`src/rtl/dff_pair_scheduler_pkg.sv`:
```
// Shared types for the paired-result scheduler: FSM state encoding and channel IDs.
package dff_sched_pkg;

   typedef enum logic [1:0] {
      IDLE   = 2'd0,
      EXEC   = 2'd1,
      COMMIT = 2'd2
   } state_t;

   localparam logic CH1 = 1'b0;
   localparam logic CH2 = 1'b1;

endpackage

```
`src/rtl/dff_pair_scheduler_arb.sv`:
```
// Two-way round-robin arbiter; on contention the channel not served last wins.
module rr_arbiter2
   import dff_sched_pkg::*;
(
   input  logic req1,
   input  logic req2,
   input  logic last_grant,
   output logic grant_valid,
   output logic sel
);

   always_comb begin
      grant_valid = req1 | req2;
      sel         = CH1;
      if (req1 && req2) begin
         sel = ~last_grant;
      end else if (req2) begin
         sel = CH2;
      end
   end

endmodule

```
`src/rtl/dff_pair_scheduler.sv`:
```
// Schedules two OR-result registers through one shared datapath with round-robin
// arbitration, a 3-state sequencer, commit acks and per-channel commit counters.
module dff_pair_scheduler
   import dff_sched_pkg::*;
#(
   parameter int unsigned DATA_W = 1,
   parameter int unsigned CNT_W  = 8
) (
   input  logic              clk,
   input  logic              rst_n,
   input  logic              req1,
   input  logic              req2,
   input  logic [DATA_W-1:0] a,
   input  logic [DATA_W-1:0] b,
   input  logic [DATA_W-1:0] c,
   output logic              ack1,
   output logic              ack2,
   output logic [DATA_W-1:0] o1,
   output logic [DATA_W-1:0] o2,
   output logic              busy,
   output logic              last_grant,
   output logic [CNT_W-1:0]  cnt1,
   output logic [CNT_W-1:0]  cnt2
);

   state_t            state;
   logic              sel;
   logic [DATA_W-1:0] stage;
   logic              grant_valid;
   logic              arb_sel;

   rr_arbiter2 u_arb (
      .req1        (req1),
      .req2        (req2),
      .last_grant  (last_grant),
      .grant_valid (grant_valid),
      .sel         (arb_sel)
   );

   always_ff @(posedge clk or negedge rst_n) begin
      if (!rst_n) begin
         state      <= IDLE;
         sel        <= CH1;
         stage      <= '0;
         o1         <= '0;
         o2         <= '0;
         ack1       <= 1'b0;
         ack2       <= 1'b0;
         busy       <= 1'b0;
         last_grant <= CH2;
         cnt1       <= '0;
         cnt2       <= '0;
      end else begin
         ack1 <= 1'b0;
         ack2 <= 1'b0;
         case (state)
            IDLE: begin
               if (grant_valid) begin
                  sel   <= arb_sel;
                  stage <= (arb_sel == CH2) ? (b | c) : (a | b);
                  state <= EXEC;
                  busy  <= 1'b1;
               end
            end
            EXEC: begin
               if (sel == CH2) begin
                  o2 <= stage;
               end else begin
                  o1 <= stage;
               end
               state <= COMMIT;
            end
            COMMIT: begin
               // Ack, priority and count all land on the COMMIT exit edge, so the
               // next arbitration in IDLE already sees the updated last_grant.
               if (sel == CH2) begin
                  ack2 <= 1'b1;
                  cnt2 <= cnt2 + CNT_W'(1);
               end else begin
                  ack1 <= 1'b1;
                  cnt1 <= cnt1 + CNT_W'(1);
               end
               last_grant <= sel;
               state      <= IDLE;
               busy       <= 1'b0;
            end
            default: begin
               state <= IDLE;
               busy  <= 1'b0;
            end
         endcase
      end
   end

endmodule

```
`config.mk`:
```
export PLATFORM = sky130hd
export DESIGN_NAME = dff_pair_scheduler
export DESIGN_NICKNAME = d
export VERILOG_FILES = /design/src/rtl/dff_pair_scheduler_pkg.sv /design/src/rtl/dff_pair_scheduler_arb.sv /design/src/rtl/dff_pair_scheduler.sv
export SDC_FILE = /design/constraint.sdc
export NUM_CORES = 1
export LEC_CHECK = 0
export CORE_MARGIN = 2
export CORE_UTILIZATION = 42
export DETAILED_ROUTE_END_ITERATION = 10
export PLACE_DENSITY = 0.73
export SYNTH_ARGS = -nofsm -noshare
export SYNTH_HDL_FRONTEND = slang
export SYNTH_SLANG_ARGS = --single-unit
```
`constraint.sdc`:
```
create_clock -name clk -period 1.2 [get_ports clk]
set_input_delay 0.24 -clock clk [delete_from_list [all_inputs] [get_ports clk]]
set_output_delay 0.24 -clock clk [all_outputs]
set_load 0.01 [all_outputs]
```
==> results.md <==
* Ys Warns at 0
* Post-Synth Adder-Cell Area at 2.242%
* Startpoint Class: flop
* Worst slack, placed at -0.3282 ns
* Commonest cells post-synth: dfrtp_1 (25), xor2_1 (8), nand2_1 (7), xnor2_1 (6)
* Final antenna-violating net count at 0
* Grt ovf at 0
* Final setup viols at 10
* Final slew viol count at 0
* Simple-gate share of the synthesized area at around 18%
* Max-Slew Margin vs Limit at 79.00%
* Synthesized Nets at around 100
* Initial antenna violation count at 0
* Post-Syn Instances at roughly 90
* Static leakage at 0.9603 nW
* Total power at about 0.004 W
* Vias in the first global route at 935
* ANT cells at 0
* Max Freq at 0.7919 GHz
* Worst setup EP type: flop
* Crit path launch: state[0]$_DFFE_PN0P_
* HPWL after detailed placement at between 1.5 and 2 mm
* Skew-Pair Late Insertion Delay at about 0.31 ns
* Synth cell types at 28
* Ports at 29
* Asr flop ratio synth at between 90% and 100%
* Total core area at 0.002500 mm²
* Measured slew at the worst slew-check pin at approximately 0.31 ns
* WP data arrival at about 1.5 ns
* Worst-path clk slew at around 0.14 ns
* EDFF count, synth at 0
* Most frequent cell after synthesis: dfrtp_1
* Leading cell types by total area after synthesis: dfrtp_1 (56%), xor2_1 (6.3%), xnor2_1 (4.7%)
* Worst path required time at between 1 and 1.5 ns
* Number of stages on the worst setup path at 4
* Final Hold Fails at 0
* Minimum clock period at roughly 1.3 ns
* Final Skew at 0.004380 ns
* Setup slack, reg-to-reg at -0.06 ns
* Crit-path max FO at 5
* RSZ-0062 raised after global routing: yes
* Row count at 18
* VDD IR max at about 1.5 mV
* Failing checks: setup timing
* Final WS setup at -0.06275 ns
* Die ar. at approximately 0.003 mm²
* Fill cell count at about 180
* Synth Flop Type: dfrtp_1
* Reg2reg end: cnt2[4]$_DFFE_PN0P_
* Root buffer cell: clkbuf_4
* CTS Sinks at 26
* Sequential fraction of the synthesis area at approximately three fifths
* Via/cell ratio at around 5.0
* Share of layout cells above drive strength 1 at between 50 and 60%
* Via count at a little over 900
* Xor/xnor share of the synthesized area at 10.99%
* WL/cell at about 14 µm
* Routability congestion estimate at 0.7197
* CTS H-Tree Depth at 1
* Total track usage at between 10% and 20%
* Starting Density at 44.64%
* CTS Buf Count at 3
* Cell area after synthesis at 0.001116 mm²
* Area Overhead vs Synth at 64.57%
* Post-synthesis mux area share at 4.933%
* Part of the cycle the worst path needs at 105.2%
* Core Util, Final at approximately three quarters
* Placed insts at roughly 170
* Share of the synthesized area in the top cell type at 56.05%
* Hold Path Class: primary input to async pin
* DRT Wirelength at between 2 and 3 mm
* Maxcap violations at 0
* Compound-Gate Fraction of Synth Area at 3.139%
* Synth area leader: dfrtp_1
* TritonCTS clock tree: yes
* Biggest regs: cnt1: 8 flops, cnt2: 8 flops, state: 2 flops
* Worst hold slack at ~0.26 ns
* Bufs on Longest Clock Path at 2
* Slowest Stage Delay on Critical Path at roughly 0.47 ns
* I/O Buffers at 28
* Critical R2R Launch: state[0]$_DFFE_PN0P_
* Worst path bufs/invs at 1
* Slowest stage cell, crit path: dfrtp_2
* Main combinational cell family by area after synthesis: simple AND/OR/NAND/NOR gates
* Final net count at around 170
* Syn_area_per_cell at roughly 13 µm²
* Status: finished, violations left
* #FFs+latches synth at 26
* Pre-antenna DRT Iters at 4
* Die width at about 56 µm
* Worst Setup EP: cnt2[4]$_DFFE_PN0P_
* Largest net degree at the start of global routing at 27
* CTS Hold Bufs at 0
* Filler-free cell count of the finished design at roughly 190
* Power Dens Cells at around 2200 mW/mm²
* DRC violations left at 0
* Critical path, cell by cell: buf_6, and4b_2, nand3_2, xnor2_2
* First DRT Iteration DRCs at 5
* WS Path Type: flop to flop
* Die height at approximately 56 µm
* R2R cell count at 4
* First-pass GRT wire length at 4.160 mm
* Delay-heaviest family, CP: flip-flops
-- cells in the final DEF (no fill, tap or decap), types with 2 or more instances in the layout --
cell type        synthesis  routed
buf_2                    1      12
buf_4                    0      26
buf_6                    1      11
clkbuf_2                 0       8
clkbuf_4                 0       3
clkdlybuf4s50_1          0       6
dfrtp_1                 25      23
dfrtp_2                  0       2
ha_4                     0       2
inv_1                    3       3
mux2_2                   4       3
nand2_1                  7       5
nand2_4                  0       2
nand3_2                  0       3
nand4_1                  4       4
nor2_1                   3       2
nor4_4                   0       3
xnor2_1                  6       3
xnor2_2                  0       3
xor2_1                   8       8
-- power breakdown --
group / switching (W) / internal, W / leakage, nW
clock network: 0.000248 / 0.000185 / 0.0210
logic: 0.000953 / 0.00124 / 0.615
registers: 0.000225 / 0.00116 / 0.325
total: 0.00143 / 0.00259 / 0.960
-- final cells by class --
type | count | area (µm²) | area share, %
Sequential cell | 26 | 654.4 | 35.63
Tap cell | 30 | 37.54 | 2.044
Clock buffer | 4 | 36.28 | 1.975
Inverter | 3 | 11.26 | 0.6131
Timing Repair Buffer | 65 | 509.2 | 27.72
Multi-Input combinational cell | 58 | 588.1 | 32.02
-- kinds of logic after synthesis --
group / Yosys count
DFF: 26
buffers and inverters: 5
muxes: 5
adders and majority gates: 2
and+or+nand+nor: 32
xor gates and xnor gates: 14
AOI/OAI and AO/OA: 5
-- how the worst min path moves through the flow --
stage,startpoint,end,slack [ns]
2_1_floorplan,rst_n,ack1$_DFF_PN0_,-0.06
4_1_cts,rst_n,ack1$_DFF_PN0_,0.26
5_1_grt,rst_n,cnt2[6]$_DFFE_PN0P_,0.27
6_report,rst_n,ack1$_DFF_PN0_,0.26
3_3_place_gp,cnt2[7]$_DFFE_PN0P_,cnt2[7]$_DFFE_PN0P_,0.46
3_5_place_dp,cnt1[7]$_DFFE_PN0P_,cnt1[7]$_DFFE_PN0P_,0.46
-- worst register-to-register path: stages, from the launching register on --
cell and delay [ns]:
dfrtp_2 0.47, buf_6 0.13, and4b_2 0.32, nand3_2 0.09
xnor2_2 0.15
-- what timing repair did --
action / CTS / global route
resized for setup: 81 / 39
setup buffers: 11 / 5
endpoints found under the setup margin: 33 / 33
pin swaps: 7 / 8
-- per-stage QoR --
step | setup TNS [ns] | area [µm²]
4_1_cts | -0.3130 | 1752
2_1_floorplan | -0.1045 | 1124
5_1_grt | -1.049 | 1837
3_5_place_dp | -1.088 | 1595
6_report | -0.2655 | 1837
3_3_place_gp | -0.6226 | 1595
-- metal layers --
metal / GRT usage [%] / share of wire (%)
met1: 22.26 / 43
met3: 2.576 / 3.8
met2: 28.91 / 53
met4: 5.226 / 0.37
met5: 0 / 0
Note: power is estimated with default switching activity, not from simulation.
